File: config.mk
export PLATFORM = sky130hd
export DESIGN_NAME = mux8_rr_arbiter
export DESIGN_NICKNAME = d
export VERILOG_FILES = /design/src/rtl/mux8_arb_pkg.sv /design/src/rtl/mux8_rr_pick.sv /design/src/rtl/mux8_rr_arbiter.sv
export SDC_FILE = /design/constraint.sdc
export NUM_CORES = 1
export LEC_CHECK = 0
export CAP_MARGIN = 20
export CORE_MARGIN = 8
export CORE_UTILIZATION = 50
export CTS_CLUSTER_SIZE = 20
export DETAILED_ROUTE_END_ITERATION = 16
export PLACE_DENSITY_LB_ADDON = 0.25
export SLEW_MARGIN = 20
export SYNTH_ARGS = -nofsm -noshare
export SYNTH_HDL_FRONTEND = slang
export SYNTH_SLANG_ARGS = --single-unit
export TNS_END_PERCENT = 30
File: constraint.sdc
create_clock -name clk -period 4.2 [get_ports clk]
set_input_delay 0.84 -clock clk [delete_from_list [all_inputs] [get_ports clk]]
set_output_delay 0.84 -clock clk [all_outputs]
set_load 0.02 [all_outputs]
File: src/rtl/mux8_arb_pkg.sv
// ---------------------------------------------------------------------------
// mux8_arb_pkg
// Shared constants, FSM state type and helpers for the 8-requester
// round-robin arbiter that drives the select lines of an 8:1 mux.
//   N_REQ   : number of requesters (one per mux data input)
//   SEL_W   : width of the encoded mux select
//   state_t : arbiter FSM states (IDLE, GRANT)
//   onehot8 : index -> one-hot 8-bit vector
// ---------------------------------------------------------------------------
package mux8_arb_pkg;

    localparam int N_REQ = 8;
    localparam int SEL_W = 3;

    typedef enum logic {
        IDLE  = 1'b0,
        GRANT = 1'b1
    } state_t;

    function automatic logic [N_REQ-1:0] onehot8(input logic [SEL_W-1:0] idx);
        logic [N_REQ-1:0] v;
        v      = '0;
        v[idx] = 1'b1;
        return v;
    endfunction

endpackage

File: src/rtl/mux8_rr_pick.sv
// ---------------------------------------------------------------------------
// mux8_rr_pick
// Combinational round-robin search. Scans ptr+1, ptr+2, ... ptr+8 (mod 8)
// over req with masked positions removed and reports the first hit.
// Ports:
//   req   [7:0] in  : request vector
//   ptr   [2:0] in  : last owner; the search starts just after it
//   mask  [7:0] in  : positions excluded from the search
//   found       out : at least one unmasked request is present
//   idx   [2:0] out : winning index (0 when found=0)
// ---------------------------------------------------------------------------
module mux8_rr_pick
    import mux8_arb_pkg::*;
(
    input  logic [N_REQ-1:0] req,
    input  logic [SEL_W-1:0] ptr,
    input  logic [N_REQ-1:0] mask,
    output logic             found,
    output logic [SEL_W-1:0] idx
);

    logic [N_REQ-1:0] cand;
    logic [SEL_W-1:0] pos;

    assign cand = req & ~mask;

    // Walk from the farthest position (ptr+8 == ptr) back to the nearest
    // (ptr+1) so the nearest hit is the last one written and therefore wins.
    // The 3-bit add wraps, which is exactly the mod-8 search order.
    always_comb begin
        found = 1'b0;
        idx   = '0;
        pos   = '0;
        for (int d = N_REQ; d >= 1; d--) begin
            pos = ptr + SEL_W'(d);
            if (cand[pos]) begin
                found = 1'b1;
                idx   = pos;
            end
        end
    end

endmodule

File: src/rtl/mux8_rr_arbiter.sv
// ---------------------------------------------------------------------------
// mux8_rr_arbiter
// Round-robin arbiter sharing an 8:1 single-bit mux between 8 requesters.
// Grants one owner at a time, drives the mux select and a one-hot grant,
// and forces rotation after MAX_HOLD cycles when others are waiting.
// Optional feature macro: MUX8_ARB_LOCK_EN (adds 'lock', which suppresses
// the hold timeout while asserted during a grant).
// Ports:
//   clk            in  : rising-edge clock
//   rst_n          in  : asynchronous active-low reset
//   req      [7:0] in  : request vector, req[i] pairs with mux input i
//   lock           in  : (MUX8_ARB_LOCK_EN only) hold the grant past timeout
//   grant    [7:0] out : one-hot grant, zero when idle
//   sel      [2:0] out : owner index for mux Sel2..Sel0, 0 when idle
//   valid          out : a grant is active (also the FSM state: 1 = GRANT)
//   hold_cnt       out : cycles the current owner has held the grant
// Handshake: req[i] is a level request sampled at each rising edge; the
// arbiter answers one cycle later through registered grant/sel/valid. A
// requester keeps req high for as long as it wants the mux; dropping it
// releases ownership at the next edge.
// ---------------------------------------------------------------------------
module mux8_rr_arbiter
    import mux8_arb_pkg::*;
#(
    parameter  int MAX_HOLD = 16,
    localparam int HOLD_W   = (MAX_HOLD > 0) ? $clog2(MAX_HOLD + 1) : 1
)(
    input  logic              clk,
    input  logic              rst_n,
    input  logic [N_REQ-1:0]  req,
`ifdef MUX8_ARB_LOCK_EN
    input  logic              lock,
`endif
    output logic [N_REQ-1:0]  grant,
    output logic [SEL_W-1:0]  sel,
    output logic              valid,
    output logic [HOLD_W-1:0] hold_cnt
);

    state_t            state_q, state_d;
    logic [SEL_W-1:0]  ptr_q, ptr_d;
    logic [SEL_W-1:0]  sel_q, sel_d;
    logic [N_REQ-1:0]  grant_q, grant_d;
    logic [HOLD_W-1:0] hold_q, hold_d;

    logic [N_REQ-1:0]  pick_mask;
    logic              pick_found;
    logic [SEL_W-1:0]  pick_idx;
    logic              owner_req;
    logic              at_limit;
    logic              locked;

`ifdef MUX8_ARB_LOCK_EN
    assign locked = lock;
`else
    assign locked = 1'b0;
`endif

    // While granting, ptr_q always equals the owner, so one search from
    // ptr_q with the owner masked serves both release and timeout.
    assign pick_mask = (state_q == GRANT) ? onehot8(ptr_q) : '0;
    assign owner_req = req[ptr_q];
    assign at_limit  = (MAX_HOLD != 0) && (hold_q == HOLD_W'(MAX_HOLD));

    mux8_rr_pick u_pick (
        .req   (req),
        .ptr   (ptr_q),
        .mask  (pick_mask),
        .found (pick_found),
        .idx   (pick_idx)
    );

    always_ff @(posedge clk or negedge rst_n) begin
        if (!rst_n) begin
            state_q <= IDLE;
            ptr_q   <= SEL_W'(N_REQ - 1);
            sel_q   <= '0;
            grant_q <= '0;
            hold_q  <= '0;
        end else begin
            state_q <= state_d;
            ptr_q   <= ptr_d;
            sel_q   <= sel_d;
            grant_q <= grant_d;
            hold_q  <= hold_d;
        end
    end

    always_comb begin
        state_d = state_q;
        ptr_d   = ptr_q;
        sel_d   = sel_q;
        hold_d  = hold_q;
        case (state_q)
            IDLE: begin
                if (pick_found) begin
                    state_d = GRANT;
                    sel_d   = pick_idx;
                    ptr_d   = pick_idx;
                    hold_d  = HOLD_W'(1);
                end
            end
            GRANT: begin
                if (!owner_req) begin
                    // Release wins over a coincident timeout.
                    if (pick_found) begin
                        sel_d  = pick_idx;
                        ptr_d  = pick_idx;
                        hold_d = HOLD_W'(1);
                    end else begin
                        state_d = IDLE;
                        sel_d   = '0;
                        hold_d  = '0;
                    end
                end else if (at_limit && !locked) begin
                    // Hand over if anyone else waits; otherwise the lone
                    // owner keeps the grant and starts a fresh hold window.
                    if (pick_found) begin
                        sel_d = pick_idx;
                        ptr_d = pick_idx;
                    end
                    hold_d = HOLD_W'(1);
                end else if (!at_limit) begin
                    hold_d = hold_q + HOLD_W'(1);
                end
                // Locked at the limit: counter saturates, owner stays.
            end
            default: begin
                state_d = IDLE;
                sel_d   = '0;
                hold_d  = '0;
            end
        endcase
        grant_d = (state_d == GRANT) ? onehot8(sel_d) : '0;
    end

    assign grant    = grant_q;
    assign sel      = sel_q;
    assign valid    = (state_q == GRANT);
    assign hold_cnt = hold_q;

endmodule

==> results.json, run 1 <==
{
  "crit_chain": "clkdlybuf4s50_1 > mux4_1 > mux2_4 > or3_1 > or4_4 > o31ai_4 > o31ai_2 > o2bb2ai_1 > nor3b_1",
  "hold_buffers": 0,
  "dieArea_um2": 5950,
  "end_kind": "flop",
  "synth-compound-area-share_pct": 23.8,
  "status": "completed",
  "cts_buffer_depth": 2,
  "synth_warnings": 0,
  "period_needed_ns": 3.90,
  "cap_viol_max_count": 0,
  "cts_buffers": 3,
  "syn_area_per_cell_um2": 9.44,
  "synthToLayoutAreaGrowth_pct": 19.7,
  "grt_overflow_total": 0,
  "root_buffer": "clkbuf_8",
  "core-area_um2": 3630,
  "r2r-start": "ptr_q[0]$_DFFE_PN1P_",
  "routedWlPerCell_um": 18.4,
  "grt_pass1_wl_um": 8380,
  "mostFrequentLayoutCells": "26 x clkdlybuf4s50_1, 24 x nand2_1, 17 x dfrtp_1",
  "fin_skew_ns": 0.00171,
  "syn_area_um2": 1870,
  "reg2regPathDepth": 10,
  "hold_path.class": "flop to flop",
  "rrSetupSlack_ns": 0.43,
  "cts_resized": 0,
  "gp_congestion": 0.967,
  "cp.arrival_ns": 4.05,
  "grt_max_degree": 21,
  "synthAdderAreaFrac_pct": 5.35,
  "nets": 243,
  "synth_top_family_by_area": "compound AO/OA/AOI/OAI gates",
  "cp_max_fo": 5,
  "clkTransAtPathRegs_ns": 0.07,
  "synth_edf_count": 0,
  "synth.mux.area_fraction_pct": 16.9,
  "portBuffers": 26,
  "r2r-end": "grant[5]$_DFF_PN0_",
  "drt_iter0_markers": 248,
  "grt_pass1_vias": 1666,
  "final_layout_size_suffix_gt1_share_pct": 13.8,
  "dp_hpwl_um": 3830,
  "drc_errors": 0,
  "critPathRequiredTime_ns": 4.35,
  "synth_xor_xnor_area_share_pct": 1.87,
  "cts.htree.levels": 1,
  "fin_setup_tns_ns": 0,
  "crit_family": "simple AND/OR/NAND/NOR gates",
  "period_share_pct": 92.8,
  "critPathLaunch": "req[2]",
  "path_depth": 9,
  "drv_slew": 0,
  "tightest_slew_ns": 0.882,
  "final_common_cell": "clkdlybuf4s50_1",
  "num_rows": 22,
  "critPathMaxStageDelay_ns": 0.61,
  "slowest_stage": "mux4_1",
  "synth_cells": 198,
  "synth-seq-area-share_pct": 27.0,
  "critPathLaunchType": "input port",
  "synthesis.nets": 216,
  "insertedDiodeCount": 0,
  "vias": 1722,
  "cts_tree": "built",
  "timing.slew.headroom_pct": 40.8,
  "ant_nets": 0,
  "drt_wl_total_um": 5010,
  "clock_latency_ns": 0.25,
  "antenna_found_initial": 0,
  "clock_sinks": 20,
  "synthFlopType": "dfrtp_1",
  "initial_utilization_pct": 51.4,
  "via_per_inst": 6.33,
  "setup_violations": 0,
  "io-pin-count": 27,
  "synthSimpleGateAreaFrac_pct": 21.3,
  "report.final.hold_viol_count": 0,
  "die_w_um": 77.1,
  "post_cts_buffers": 0,
  "drtPass1Iterations": 4,
  "criticalPathCategory": "input port to flop",
  "crit_path_end": "grant[5]$_DFF_PN0_",
  "fmax_mhz": 257,
  "track_usage_pct": 16.7,
  "rsz0062_at_grt": "false",
  "synth.distinct_cells": 58,
  "path_buf_inv": 1,
  "synth_seq_cells": 20,
  "ys_async_sr_fraction_pct": 100,
  "die_h_um": 77.1
}
[routing by layer]
metal,vias to the layer above,routed length [µm],global-route usage [%],part of all wire (%)
met5,-,0,0,0
met4,0,70,4.53,1.4
met3,8,204,2.45,4.1
met2,44,2570,29.4,51
met1,855,2160,20.3,43
li1,815,-,-,-
[worst reg2reg max path, stage by stage, from the launching register on]
cell,delay [ns]
dfstp_2,0.53
clkinv_1,0.19
ha_1,0.47
mux4_1,0.39
mux2_4,0.31
or3_1,0.37
or4_4,0.58
o31ai_4,0.21
o31ai_2,0.15
o2bb2ai_1,0.21
nor3b_1,0.25
[worst min path at each step]
stage	endpoint	slack, ns	cells past startpoint	start
global placement	hold_cnt[4]$_DFFE_PN0P_	0.49	1	hold_cnt[4]$_DFFE_PN0P_
global route	hold_cnt[4]$_DFFE_PN0P_	0.58	1	hold_cnt[4]$_DFFE_PN0P_
detailed placement	hold_cnt[4]$_DFFE_PN0P_	0.52	1	hold_cnt[4]$_DFFE_PN0P_
finish	hold_cnt[4]$_DFFE_PN0P_	0.52	1	hold_cnt[4]$_DFFE_PN0P_
CTS	hold_cnt[4]$_DFFE_PN0P_	0.53	1	hold_cnt[4]$_DFFE_PN0P_
floorplan	grant[0]$_DFF_PN0_	0.54	0	rst_n
[cells by family after synthesis]
kind of cell	count (synthesis)
fa+ha+maj	8
buf+inv	17
flops	20
simple gates	72
compound gates	57
xor+xnor	4
mux	20
[state kept, by name, indices dropped and copies added, names as in the netlist]
register,flops
grant,8
hold_cnt,5
ptr_q,3
sel,3
valid,1
[synthesized netlist by cell type (2+ instances only)]
cell type	number	area (µm²)
o31ai_1	5	37.5
o211ai_1	3	22.5
o2111ai_1	2	17.5
nand3_1	5	25.0
mux4_2	3	67.6
mux4_1	4	105
mux2_2	7	78.8
mux2i_1	5	50.1
o21ai_0	8	40.0
dfrtp_1	17	425
nand3b_1	3	22.5
inv_1	8	30.0
nand2_1	24	90.1
and3_1	3	18.8
a21oi_1	8	40.0
nand2b_1	3	18.8
o21a_1	5	37.5
a21boi_0	3	22.5
xnor2_1	3	26.3
nor3_1	6	30.0
a221oi_1	2	17.5
a22o_1	2	17.5
a32oi_1	3	26.3
ha_1	8	100
nor3b_1	6	45.0
o22ai_1	3	18.8
or3_1	4	25.0
nor2_1	6	22.5
and2_1	2	12.5
dfstp_2	3	78.8
clkbuf_1	7	26.3
[layout make-up]
type	instances	area (µm²)
clock buffers	4	55.1
flip-flops and latches	20	504
well taps	48	60.1
fillers	315	1400
inverters	9	33.8
repair buffers	30	290
multi-input cells	161	1290
[stage by stage]
stage,area (µm²),cells,hold WS [ns],worst slack [ns],util (%)
5_1_grt,2240,272,0.582,0.197,61.6
4_1_cts,2240,272,0.528,0.346,61.6
6_report,2240,272,0.525,0.301,61.6
3_5_place_dp,2180,268,0.518,0.166,60.1
3_3_place_gp,2180,268,0.493,0.195,60.1
2_1_floorplan,1870,198,0.544,0.293,-
Power of run 1 is left out: the tool's default activity adds up to more than one toggle a clock period on the data nets, which glitch-free logic cannot reach.
==> run 2, diff against run 1 <==
Settings changed: CORE_MARGIN 8 to 2.
==> results.json, run 2 (same netlist as run 1, synthesis figures left out) <==
{
  "status": "completed",
  "mostFrequentLayoutCells": "26 x clkdlybuf4s50_1, 24 x nand2_1, 17 x dfrtp_1",
  "hold_path_depth": 1,
  "final_layout_size_suffix_gt1_share_pct": 13.8,
  "reg2regPathDepth": 9,
  "routedWlPerCell_um": 17.5,
  "critPathMaxStageDelay_ns": 0.60,
  "place_inst": 269,
  "fin_setup_tns_ns": 0,
  "dp_hpwl_um": 3700,
  "clock_latency_ns": 0.26,
  "timing.slew.headroom_pct": 40.5,
  "via_per_inst": 6.43,
  "track_usage_pct": 23.8,
  "hold_path.class": "flop to flop",
  "antenna_found_initial": 0,
  "post_cts_buffers": 0,
  "clock_sinks": 20,
  "period_needed_ns": 3.83,
  "cp_max_fo": 5,
  "cts_buffer_depth": 2,
  "cts.htree.levels": 1,
  "ant_nets": 0,
  "insertedDiodeCount": 0,
  "dieArea_um2": 4240,
  "grt_overflow_total": 0,
  "end_kind": "flop",
  "io-pin-count": 27,
  "cts_tree": "built",
  "drtPass1Iterations": 5,
  "final_common_cell": "clkdlybuf4s50_1",
  "rsz0062_at_grt": "false",
  "grt_pass1_vias": 1685,
  "final-instance-count-excl-fill": 273,
  "period_share_pct": 91.1,
  "root_buffer": "clkbuf_8",
  "drc_errors": 0,
  "drv_slew": 0,
  "cts_resized": 0,
  "clkTransAtPathRegs_ns": 0.07,
  "crit_chain": "clkdlybuf4s50_1 > mux4_1 > mux2_4 > or3_1 > or4_4 > or3_1 > and3_1 > and3_1",
  "slowest_stage": "mux4_1",
  "report.final.hold_viol_count": 0,
  "synthToLayoutAreaGrowth_pct": 19.5,
  "largest_register_ffs": 8,
  "drt_wl_total_um": 4770,
  "critPathLaunchType": "input port",
  "initial_utilization_pct": 51.4,
  "cap_viol_max_count": 0,
  "grt_max_degree": 21,
  "cts_buffers": 3,
  "final_util_pct": 61.5,
  "fin_skew_ns": 0.00563,
  "nets": 244,
  "gp_congestion": 0.942,
  "vias": 1756,
  "drt_iter0_markers": 152,
  "portBuffers": 26,
  "setup_violations": 0,
  "die_h_um": 65.1,
  "criticalPathCategory": "input port to flop",
  "grt_pass1_wl_um": 7870,
  "fmax_mhz": 261,
  "critPathRequiredTime_ns": 4.34,
  "holdWs_ns": 0.525,
  "core-area_um2": 3630,
  "hold_buffers": 0,
  "tightest_slew_ns": 0.890,
  "cp.arrival_ns": 3.97,
  "num_rows": 22,
  "die_w_um": 65.1
}
run 2: changes by cell type in the layout (fill, tap and decap cells not counted), sizes merged:
cell,change
buf,+1
run 2: through the flow:
| stage | area [µm²] | worst slack [ns] |
|---|---|---|
| 6_report | 2230 | 0.372 |
| 5_1_grt | 2230 | 0.245 |
| 4_1_cts | 2230 | 0.396 |
| 3_5_place_dp | 2190 | 0.145 |
| 3_3_place_gp | 2190 | 0.206 |
| 2_1_floorplan | 1870 | 0.293 |
run 2: cell type report:
| type | count | area (µm²) |
|---|---|---|
| clock buffer | 4 | 45.0 |
| fill | 322 | 1400 |
| inverter | 9 | 33.8 |
| multi-input combinational | 161 | 1290 |
| sequential | 20 | 504 |
| tap | 48 | 60.1 |
| timing repair buffer | 31 | 298 |
run 2: critical path: cells and delay by family:
family | cells | cell delay (ns)
and+or+nand+nor | 5 | 1.73
muxes | 2 | 0.91
buffers and inverters | 1 | 0.49
run 2: worst paths after layout:
path,start,to,slack (ns)
max,req[2],grant[0]$_DFF_PN0_,0.37
min,hold_cnt[4]$_DFFE_PN0P_,hold_cnt[4]$_DFFE_PN0P_,0.53
max reg2reg,ptr_q[0]$_DFFE_PN1P_,grant[0]$_DFF_PN0_,0.45
min reg2reg,hold_cnt[4]$_DFFE_PN0P_,hold_cnt[4]$_DFFE_PN0P_,0.53
max in group asynchronous,rst_n,valid$_DFF_PN0_,2.57
min in group asynchronous,rst_n,hold_cnt[3]$_DFFE_PN0P_,1.08
run 2: metal layers:
layer  track usage (%)  routed length (µm)  vias up
met5                 0                   0        -
met4              10.4                 125        0
met3              1.88                 260       13
met2              41.9                2410       84
met1              29.9                1980      844
li1                  -                   -      815
Power of run 2 is left out for the same reason.
